[src/rtl/mult_rr_arbiter_pkg.sv]
// Shared constants, FSM encoding and round-robin pick helper for the
// shared-multiplier arbiter.
package mult_pkg;

   localparam int unsigned MULT_W  = 8;
   localparam int unsigned PROD_W  = 16;
   localparam int unsigned MAX_REQ = 8;

   typedef enum logic [1:0] {
      IDLE = 2'd0,
      MUL  = 2'd1,
      OUT  = 2'd2
   } state_t;

   // First set bit of valid scanning upward from ptr, wrapping at n_req.
   // Returns 0 when nothing is valid; callers gate on any-valid separately.
   function automatic logic [2:0] rr_pick(
      input logic [MAX_REQ-1:0] valid,
      input logic [2:0]         ptr,
      input int unsigned        n_req
   );
      logic [3:0] sum;
      logic       found;
      rr_pick = '0;
      found   = 1'b0;
      for (int unsigned k = 0; k < MAX_REQ; k++) begin
         sum = {1'b0, ptr} + 4'(k);
         if (sum >= 4'(n_req)) begin
            sum = sum - 4'(n_req);
         end
         if (!found && (k < n_req) && valid[sum[2:0]]) begin
            rr_pick = sum[2:0];
            found   = 1'b1;
         end
      end
   endfunction

endpackage

[src/rtl/mult_rr_arbiter_core.sv]
// Combinational W x W multiplier with selectable signed/unsigned mode.
module mult_core
   import mult_pkg::*;
#(
   parameter int unsigned W = MULT_W
) (
   input  logic [W-1:0]   a_i,
   input  logic [W-1:0]   b_i,
   input  logic           signed_i,
   output logic [2*W-1:0] prod_o
);

   logic [2*W-1:0] a_ext;
   logic [2*W-1:0] b_ext;

   // Extend both operands to the product width (sign- or zero-extension);
   // the low 2*W bits of the product are then correct for either mode.
   always_comb begin
      a_ext  = {{W{signed_i & a_i[W-1]}}, a_i};
      b_ext  = {{W{signed_i & b_i[W-1]}}, b_i};
      prod_o = a_ext * b_ext;
   end

endmodule

[src/rtl/mult_rr_arbiter.sv]
// Round-robin arbiter sharing one registered multiplier among N_REQ lanes.
// One operation in flight: IDLE (grant) -> MUL (register product) -> OUT.
module mult_rr_arbiter
   import mult_pkg::*;
#(
   parameter int unsigned N_REQ = 4,
   parameter int unsigned W     = MULT_W,
   parameter int unsigned IDW   = 2
) (
   input  logic               clk,
   input  logic               rst,
   input  logic [N_REQ-1:0]   req_valid,
   output logic [N_REQ-1:0]   req_ready,
   input  logic [N_REQ*W-1:0] req_a,
   input  logic [N_REQ*W-1:0] req_b,
   input  logic [N_REQ-1:0]   req_signed,
   output logic               rsp_valid,
   input  logic               rsp_ready,
   output logic [2*W-1:0]     rsp_prod,
   output logic [IDW-1:0]     rsp_id,
   output logic               busy
);

   state_t            state_q, state_d;
   logic [IDW-1:0]    rr_ptr_q, rr_ptr_d;
   logic [W-1:0]      op_a_q, op_a_d;
   logic [W-1:0]      op_b_q, op_b_d;
   logic              op_sgn_q, op_sgn_d;
   logic [IDW-1:0]    op_id_q, op_id_d;
   logic [2*W-1:0]    rsp_prod_q, rsp_prod_d;
   logic [IDW-1:0]    rsp_id_q, rsp_id_d;

   logic [MAX_REQ-1:0] valid_ext;
   logic [IDW-1:0]     winner;
   logic [2*W-1:0]     core_prod;

   mult_core #(
      .W (W)
   ) u_core (
      .a_i      (op_a_q),
      .b_i      (op_b_q),
      .signed_i (op_sgn_q),
      .prod_o   (core_prod)
   );

   // Round-robin winner among the currently valid requesters.
   always_comb begin
      valid_ext              = '0;
      valid_ext[N_REQ-1:0]   = req_valid;
      winner                 = IDW'(rr_pick(valid_ext, 3'(rr_ptr_q), N_REQ));
   end

   // Next-state, grant and datapath-register updates.
   always_comb begin
      state_d    = state_q;
      rr_ptr_d   = rr_ptr_q;
      op_a_d     = op_a_q;
      op_b_d     = op_b_q;
      op_sgn_d   = op_sgn_q;
      op_id_d    = op_id_q;
      rsp_prod_d = rsp_prod_q;
      rsp_id_d   = rsp_id_q;
      req_ready  = '0;
      unique case (state_q)
         IDLE: begin
            if (|req_valid) begin
               req_ready[winner] = 1'b1;
               op_a_d            = req_a[winner*W +: W];
               op_b_d            = req_b[winner*W +: W];
               op_sgn_d          = req_signed[winner];
               op_id_d           = winner;
               state_d           = MUL;
            end
         end
         MUL: begin
            rsp_prod_d = core_prod;
            rsp_id_d   = op_id_q;
            state_d    = OUT;
         end
         OUT: begin
            if (rsp_ready) begin
               state_d  = IDLE;
               rr_ptr_d = (op_id_q == IDW'(N_REQ - 1)) ? '0 : op_id_q + 1'b1;
            end
         end
         default: begin
            state_d = IDLE;
         end
      endcase
   end

   // State and datapath registers with synchronous reset.
   always_ff @(posedge clk) begin
      if (rst) begin
         state_q    <= IDLE;
         rr_ptr_q   <= '0;
         op_a_q     <= '0;
         op_b_q     <= '0;
         op_sgn_q   <= 1'b0;
         op_id_q    <= '0;
         rsp_prod_q <= '0;
         rsp_id_q   <= '0;
      end else begin
         state_q    <= state_d;
         rr_ptr_q   <= rr_ptr_d;
         op_a_q     <= op_a_d;
         op_b_q     <= op_b_d;
         op_sgn_q   <= op_sgn_d;
         op_id_q    <= op_id_d;
         rsp_prod_q <= rsp_prod_d;
         rsp_id_q   <= rsp_id_d;
      end
   end

   // Response and status outputs decoded from registered state.
   always_comb begin
      rsp_valid = (state_q == OUT);
      busy      = (state_q != IDLE);
      rsp_prod  = rsp_prod_q;
      rsp_id    = rsp_id_q;
   end

endmodule

[config.mk]
export PLATFORM = sky130hd
export DESIGN_NAME = mult_rr_arbiter
export DESIGN_NICKNAME = d
export VERILOG_FILES = /design/src/rtl/mult_rr_arbiter_pkg.sv /design/src/rtl/mult_rr_arbiter_core.sv /design/src/rtl/mult_rr_arbiter.sv
export SDC_FILE = /design/constraint.sdc
export NUM_CORES = 1
export LEC_CHECK = 0
export ABC_AREA = 1
export CORE_UTILIZATION = 49
export DETAILED_ROUTE_END_ITERATION = 16
export PLACE_DENSITY = 0.87
export SYNTH_ARGS = -nofsm -noshare
export SYNTH_HDL_FRONTEND = slang
export SYNTH_SLANG_ARGS = --single-unit
[constraint.sdc]
create_clock -name clk -period 4.3 [get_ports clk]
set_input_delay 0.645 -clock clk [delete_from_list [all_inputs] [get_ports clk]]
set_output_delay 0.645 -clock clk [all_outputs]
set_load 0.1 [all_outputs]
After elaboration in Yosys (flattened, before gate mapping)
Index checks and enable logic that the tools add are counted.
W data, S select, Z words.
{"block": "word_totals", "word_cells": 78, "reg_bits": 41, "output_inout_bits": 24}
{"block": "op_classes", "n_mux": 29, "n_reduce_logical": 13, "mul": 1, "shift": 2, "n_addsub": 8, "bitwise_logic": 2, "eq_ne": 5, "magnitude_cmp": 10}
{"op": "$shiftx A32 B6 Y8", "count": 2}
{"op": "$lt A3 B4 Y1 const B", "count": 4}
{"op": "$mul A9 B9 Y16", "count": 1}
{"op": "$mux W2", "count": 7}
{"op": "$bmux W1 S3", "count": 4}
{"op": "$mux W3", "count": 4}
{"op": "$ge A3 B3 Y1 const B", "count": 3}
{"op": "$mux W1", "count": 9}
{"op": "$sub A3 B3 Y3 const B", "count": 3}
{"op": "$mux W4", "count": 2}
{"op": "$add A2 B2 Y3 const B", "count": 2}
{"op": "$pmux W2 S3", "count": 1}
{"op": "$reduce_and A2 Y1", "count": 3}
{"op": "$eq A2 B2 Y1 const B", "count": 2}
{"op": "$logic_and A1 B1 Y1", "count": 4}
{"op": "$reduce_or A4 Y1", "count": 1}
{"op": "$add A2 B1 Y3 const B", "count": 1}
{"op": "$ge A2 B3 Y1 const B", "count": 1}
{"op": "$logic_not A1 Y1", "count": 3}
{"op": "$lt A2 B3 Y1 const B", "count": 1}
{"op": "$sub A2 B3 Y3 const B", "count": 1}
{"op": "$add A2 B1 Y2 const B", "count": 1}
{"op": "$and A1 B1 Y1", "count": 2}
{"op": "$bmux W1 S2", "count": 1}
{"op": "7 further kinds", "count": 7}

Depth between registers and ports, before layout
{"block": "logic_depth", "word_depth": 20, "depth_mapped": 22, "mapped_depth_nobuf": 21}

Hierarchy
From an unflattened synthesis, not the netlist that was laid out.
{"block": "unflattened", "cells_unflattened": 864, "area_unflattened_um2": 5657.9}
{"mod": "mult_core", "area_each_um2": 3140.5, "seq_area_each_um2": 0.0, "n_inst": 1, "cells_per_inst": 445}
{"mod": "mult_rr_arbiter", "area_each_um2": 2517.4, "seq_area_each_um2": 820.8, "n_inst": 1, "cells_per_inst": 419}

Worst setup path after synthesis
OpenSTA, ideal clock, no wires.
{"block": "synth_timing", "path_kind": "register -> register", "start": "register op_b_q[0]", "end": "register rsp_prod_q[13], in the netlist rsp_prod[13]", "path_stages_with_launch": 21, "t_arrival_ns": 4.628, "setup_time_ns": 0.118, "setup_slack_ns": -0.446, "path_cell_list": "dfxtp_1 -> clkbuf_1 -> inv_1 -> nor2_1 -> inv_1 -> fa_1 -> inv_1 -> fa_1 -> fa_1 -> fa_1 -> inv_1 -> fa_1 -> inv_1 -> ha_1 -> inv_1 -> o31ai_1 -> nand2_1 -> nand3_1 -> nand3_1 -> o211ai_1 -> inv_1"}
{"block": "synth_via", "elab_chain_cells": 1}
{"element": "from (decl)", "line_no": "mult_rr_arbiter.sv:27", "rtl": "logic [W-1:0] op_b_q, op_b_d;"}
{"element": "from (signal assigned)", "line_no": "mult_rr_arbiter.sv:107", "rtl": "op_b_q <= op_b_d;"}
{"element": "$mul A9 B9 Y16", "line_no": "mult_rr_arbiter_core.sv:21", "rtl": "prod_o = a_ext * b_ext;"}
{"element": "to (signal assigned)", "line_no": "mult_rr_arbiter.sv:110", "rtl": "rsp_prod_q <= rsp_prod_d;"}
{"element": "to (decl)", "line_no": "mult_rr_arbiter.sv:30", "rtl": "logic [2*W-1:0] rsp_prod_q, rsp_prod_d;"}
No other way between the ends.
A chain may end at the register's enable or synchronous reset.

Worst setup path after layout
{"block": "layout_timing", "start": "register op_sgn_q", "end": "register rsp_prod_q[15], in the netlist rsp_prod[15]"}
{"block": "layout_via", "elab_chain_cells": 2, "word_cells_on_any_way": 3, "cone_classes": "mul (1); bitwise (2)"}
{"element": "from (decl)", "line_no": "mult_rr_arbiter.sv:28", "rtl": "logic op_sgn_q, op_sgn_d;"}
{"element": "from (signal assigned)", "line_no": "mult_rr_arbiter.sv:108", "rtl": "op_sgn_q <= op_sgn_d;"}
{"element": "$and A1 B1 Y1, on equally long branches", "line_no": "mult_rr_arbiter_core.sv:19, mult_rr_arbiter_core.sv:20"}
{"element": "$mul A9 B9 Y16 *", "line_no": "mult_rr_arbiter_core.sv:21"}
Mark *: on every way between the ends. The rest lies on a longest branch, timed or not.

==> flow_summary.toml <==
[run_status]
run_status = "complete, but fails checks"
failed_checks = "negative setup slack"

[place]
place_congestion = 0.908
numPortBuffers = 98
preCtsSetupSlack_ns = -0.215
place_hpwl_um = 11100

[min_path]
hold_depth = 2
hold_path_startpoint = "rsp_prod[0]"
hp-class = "reg2reg"
min_to = "rsp_prod[0]"

[final_layout]
final_core_utilization = 0.700
layout-drive-gt1-share = 0.173
combined_flip_flop_and_latch_cell_area_um2 = 841
n_fill_cell = 815
areaGrowthSynthToFinish_pct = 38.2
multi_input_area_um2 = 3980
nets = 1088

[drt]
route.vias.total = 5270
post-route-drc-count = 0
ant_nets = 0
postRouteWirelength_um = 14100
dr.first_iter.drc_count = 255
drt_first_pass_iters = 5
via_per_inst = 5.00
wl_per_cell_um = 13.4

[critical_path]
timing_worst_setup_path_type = "reg2reg"
crit_arrival_ns = 4.64
worst-r2r-cell-count = 19
worst_r2r_endpoint = "rsp_prod[15]"
setup.worst_path.start_class = "flop"
timing.critical_path.cells = "nand2_8 -> nor2_4 -> buf_4 -> fa_2 -> buf_4 -> fa_1 -> fa_1 -> fa_2 -> ha_4 -> ha_4 -> nand2_2 -> nor3_4 -> nand3_2 -> nand3_2 -> inv_1 -> nand2_1 -> nand3_1 -> nand2_1 -> inv_1"
worst-endpoint-required_ns = 4.52
slowest_delay_ns = 0.58
cell_class_contributing_the_biggest_share_of_worst_path_delay = "adder cells"
path_buf_inv = 4
r2r_slack_ns = -0.12
worst_path_max_delay_cell = "sky130_fd_sc_hd__fa_2"
crit_end_element = "flop"
critical_path.max_fanout = 6
regToRegStartpoint = "op_sgn_q"

[grt]
antenna_found_initial = 1
grt_start_max_net_pins = 33
global_route.usage.total = 0.271
grt_first_pass_wirelength_um = 24100
met1_usage = 0.308
grt_use_met2 = 0.503
gr-total-overflow = 0
first_global_vias = 5476
global_route.peak_usage_layer = "met2"
grtUsageMet3 = 0.0476

[floorplanning]
die_height_um = 105
num_io_pins = 99
die-area_um2 = 11100
placement_rows = 37
die_width_um = 105
initial_core_util = 0.507
placeableCoreArea_um2 = 10300

[synthesis]
ys_async_sr_fraction = 0
synth.area.top_cells = "sky130_fd_sc_hd__fa_1 (24%), sky130_fd_sc_hd__nand2_1 (16%), sky130_fd_sc_hd__dfxtp_1 (16%), sky130_fd_sc_hd__inv_1 (11%), sky130_fd_sc_hd__ha_1 (8.1%)"
synth.ff_latch_count = 41
syn_avg_cell_area_um2 = 6.71
yosys_warnings = 0
post-synth-top-area-fraction = 0.241
number_of_enable_flip_flop_cells_after_synthesis = 0
synth_fp_nets = 952
top_cell_type_by_total_area_after_synthesis = "sky130_fd_sc_hd__fa_1"
post_synth_inst_count = 780
synth_top_flop_cell = "sky130_fd_sc_hd__dfxtp_1"
synth.yosys.seq_area_share = 0.157
synth.cell_area_um2 = 5230
synthDistinctLibCells = 31

[timing]
final.period_utilization = 1.03
fmaxAchievable_ghz = 0.226
rsz0062_at_grt = "true"
max-slew-margin-rel = 0.343
setup_slack_ns = -0.122
tightestPinTransition_ns = 0.983
report.final.slew_viol_count = 0
finalHoldViolations = 0
setup_viol = 3
timing.final.crit_period_ns = 4.42
skew_ns = 0.0136

[job]
max_cap_viol_count = 0

[power]
pwr_density_cell_nw_per_um2 = 383
peak_vdd_ir_mv = 0.255
cellLeakagePower_uw = 0.00386

[cts]
cts.path.max_buffers = 2
cts.reportedPaths.clkPinSlew_ns = 0.10
clk_latency_ns = 0.31
numCtsBuffers = 5
ctsRootBufferMaster = "sky130_fd_sc_hd__clkbuf_8"
cts.sink_count = 41
cts_tree = "built"
htreeDepth = 2
-- worst max path at each step --
stage                     startpoint      endpoint  slack (ns)  cells past startpoint
after CTS                   op_sgn_q  rsp_prod[15]       -0.07                     21
after detailed placement    op_sgn_q  rsp_prod[15]       -0.22                     20
after global placement      op_sgn_q  rsp_prod[15]       -0.14                     19
final                       op_sgn_q  rsp_prod[15]       -0.12                     19
after floorplan            op_b_q[3]  rsp_prod[15]       0.005                     22
after global routing        op_sgn_q  rsp_prod[15]       -0.29                     20
-- layout by cell type (no fill, tap or decap), types with 10 or more instances in the layout --
master                            count
sky130_fd_sc_hd__nand2_1            219
sky130_fd_sc_hd__inv_1              144
sky130_fd_sc_hd__clkdlybuf4s50_1     94
sky130_fd_sc_hd__nor2_1              90
sky130_fd_sc_hd__buf_4               61
sky130_fd_sc_hd__fa_1                57
sky130_fd_sc_hd__nand3_1             34
sky130_fd_sc_hd__dfxtp_1             31
sky130_fd_sc_hd__ha_1                21
sky130_fd_sc_hd__a21oi_1             17
sky130_fd_sc_hd__o21ai_0             15
sky130_fd_sc_hd__ha_4                13
sky130_fd_sc_hd__nand2_2             12
sky130_fd_sc_hd__inv_2               10
-- layout make-up --
class,count,area share
inverter,158,0.0831
timing repair buffer,163,0.211
sequential,41,0.116
multi-input combinational,547,0.551
tap,136,0.0235
clock buffer,6,0.0100
clock inverter,2,0.00536
antenna,1,0.000346
-- through the flow --
step / cells / power (µW) / hold slack, ns / cell area, µm² / TNS, ns
after detailed placement: 1039 / 2170 / 0.484 / 6800 / -0.779
after CTS: 1053 / 2660 / 0.495 / 7110 / -0.189
after floorplan: 780 / 1640 / 0.483 / 5370 / 0
after global placement: 1039 / 2130 / 0.463 / 6800 / -0.442
after global routing: 1053 / 2990 / 0.515 / 7230 / -1.57
final: 1054 / 2770 / 0.492 / 7230 / -0.181
-- layer usage --
layer | vias up | share of wire
met4 | 0 | 0.030
met2 | 200 | 0.51
met5 | - | 0
li1 | 2590 | -
met3 | 41 | 0.051
met1 | 2439 | 0.41
-- worst reg2reg max path, cell delays in order, from the launching register on --
cell	delay, ns
sky130_fd_sc_hd__dfxtp_4	0.41
sky130_fd_sc_hd__nand2_8	0.08
sky130_fd_sc_hd__nor2_4	0.16
sky130_fd_sc_hd__buf_4	0.13
sky130_fd_sc_hd__fa_2	0.49
sky130_fd_sc_hd__buf_4	0.18
sky130_fd_sc_hd__fa_1	0.55
sky130_fd_sc_hd__fa_1	0.44
sky130_fd_sc_hd__fa_2	0.58
sky130_fd_sc_hd__ha_4	0.22
sky130_fd_sc_hd__ha_4	0.28
sky130_fd_sc_hd__nand2_2	0.09
sky130_fd_sc_hd__nor3_4	0.24
sky130_fd_sc_hd__nand3_2	0.11
sky130_fd_sc_hd__nand3_2	0.11
sky130_fd_sc_hd__inv_1	0.05
sky130_fd_sc_hd__nand2_1	0.05
sky130_fd_sc_hd__nand3_1	0.06
sky130_fd_sc_hd__nand2_1	0.07
sky130_fd_sc_hd__inv_1	0.03
-- cell usage after synthesis (2+ instances only) --
| cell | count |
|---|---|
| sky130_fd_sc_hd__nand2_1 | 227 |
| sky130_fd_sc_hd__inv_1 | 153 |
| sky130_fd_sc_hd__nor2_1 | 99 |
| sky130_fd_sc_hd__fa_1 | 63 |
| sky130_fd_sc_hd__dfxtp_1 | 41 |
| sky130_fd_sc_hd__nand3_1 | 36 |
| sky130_fd_sc_hd__ha_1 | 34 |
| sky130_fd_sc_hd__a21oi_1 | 22 |
| sky130_fd_sc_hd__clkbuf_1 | 22 |
| sky130_fd_sc_hd__o21ai_0 | 21 |
| sky130_fd_sc_hd__nand2_2 | 7 |
| sky130_fd_sc_hd__o211ai_1 | 6 |
| sky130_fd_sc_hd__xor2_1 | 6 |
| sky130_fd_sc_hd__buf_4 | 5 |
| sky130_fd_sc_hd__xnor2_1 | 5 |
| sky130_fd_sc_hd__buf_6 | 4 |
| sky130_fd_sc_hd__inv_2 | 4 |
| sky130_fd_sc_hd__nand4_1 | 4 |
| sky130_fd_sc_hd__nor3_1 | 4 |
| sky130_fd_sc_hd__a31oi_1 | 2 |
| sky130_fd_sc_hd__buf_2 | 2 |
| sky130_fd_sc_hd__nand3_2 | 2 |
| sky130_fd_sc_hd__nand3b_1 | 2 |
| sky130_fd_sc_hd__nor2_4 | 2 |
-- state kept, by name (all words and copies together), names as in the netlist --
name	flops
op_a_q	8
op_b_q	8
op_id_q	2
op_sgn_q	1
rr_ptr_q	2
rsp_id	2
rsp_prod	16
state_q	2
-- cell families (layout without fill, tap and decap cells) --
logic type,after synthesis,count (layout),share of synthesized area
AND/OR/NAND/NOR,385,385,0.299
buffers and inverters,192,329,0.148
adder cells (fa/ha/maj),97,97,0.322
AO/OA/AOI/OAI,54,54,0.0560
flip-flops,41,41,0.157
XOR/XNOR,11,11,0.0184
other,0,1,0
-- repair_timing --
| item | 4_1_cts | 5_1_grt |
|---|---|---|
| hold buffers | 0 | 0 |
| setup buffers | 6 | 0 |
| gates cloned | 0 | 0 |
| gates resized for setup | 34 | 31 |
| endpoints found under the setup margin | 8 | 8 |
| pin swaps | 22 | 32 |
-- report_power, final --
part | leakage [µW] | switching [µW] | internal, µW
Combinational | 0.00346 | 1130 | 810
Sequential | 0.000343 | 60.8 | 443
Clock | 0.0000554 | 155 | 175
Note: power is estimated with default switching activity, not from simulation.
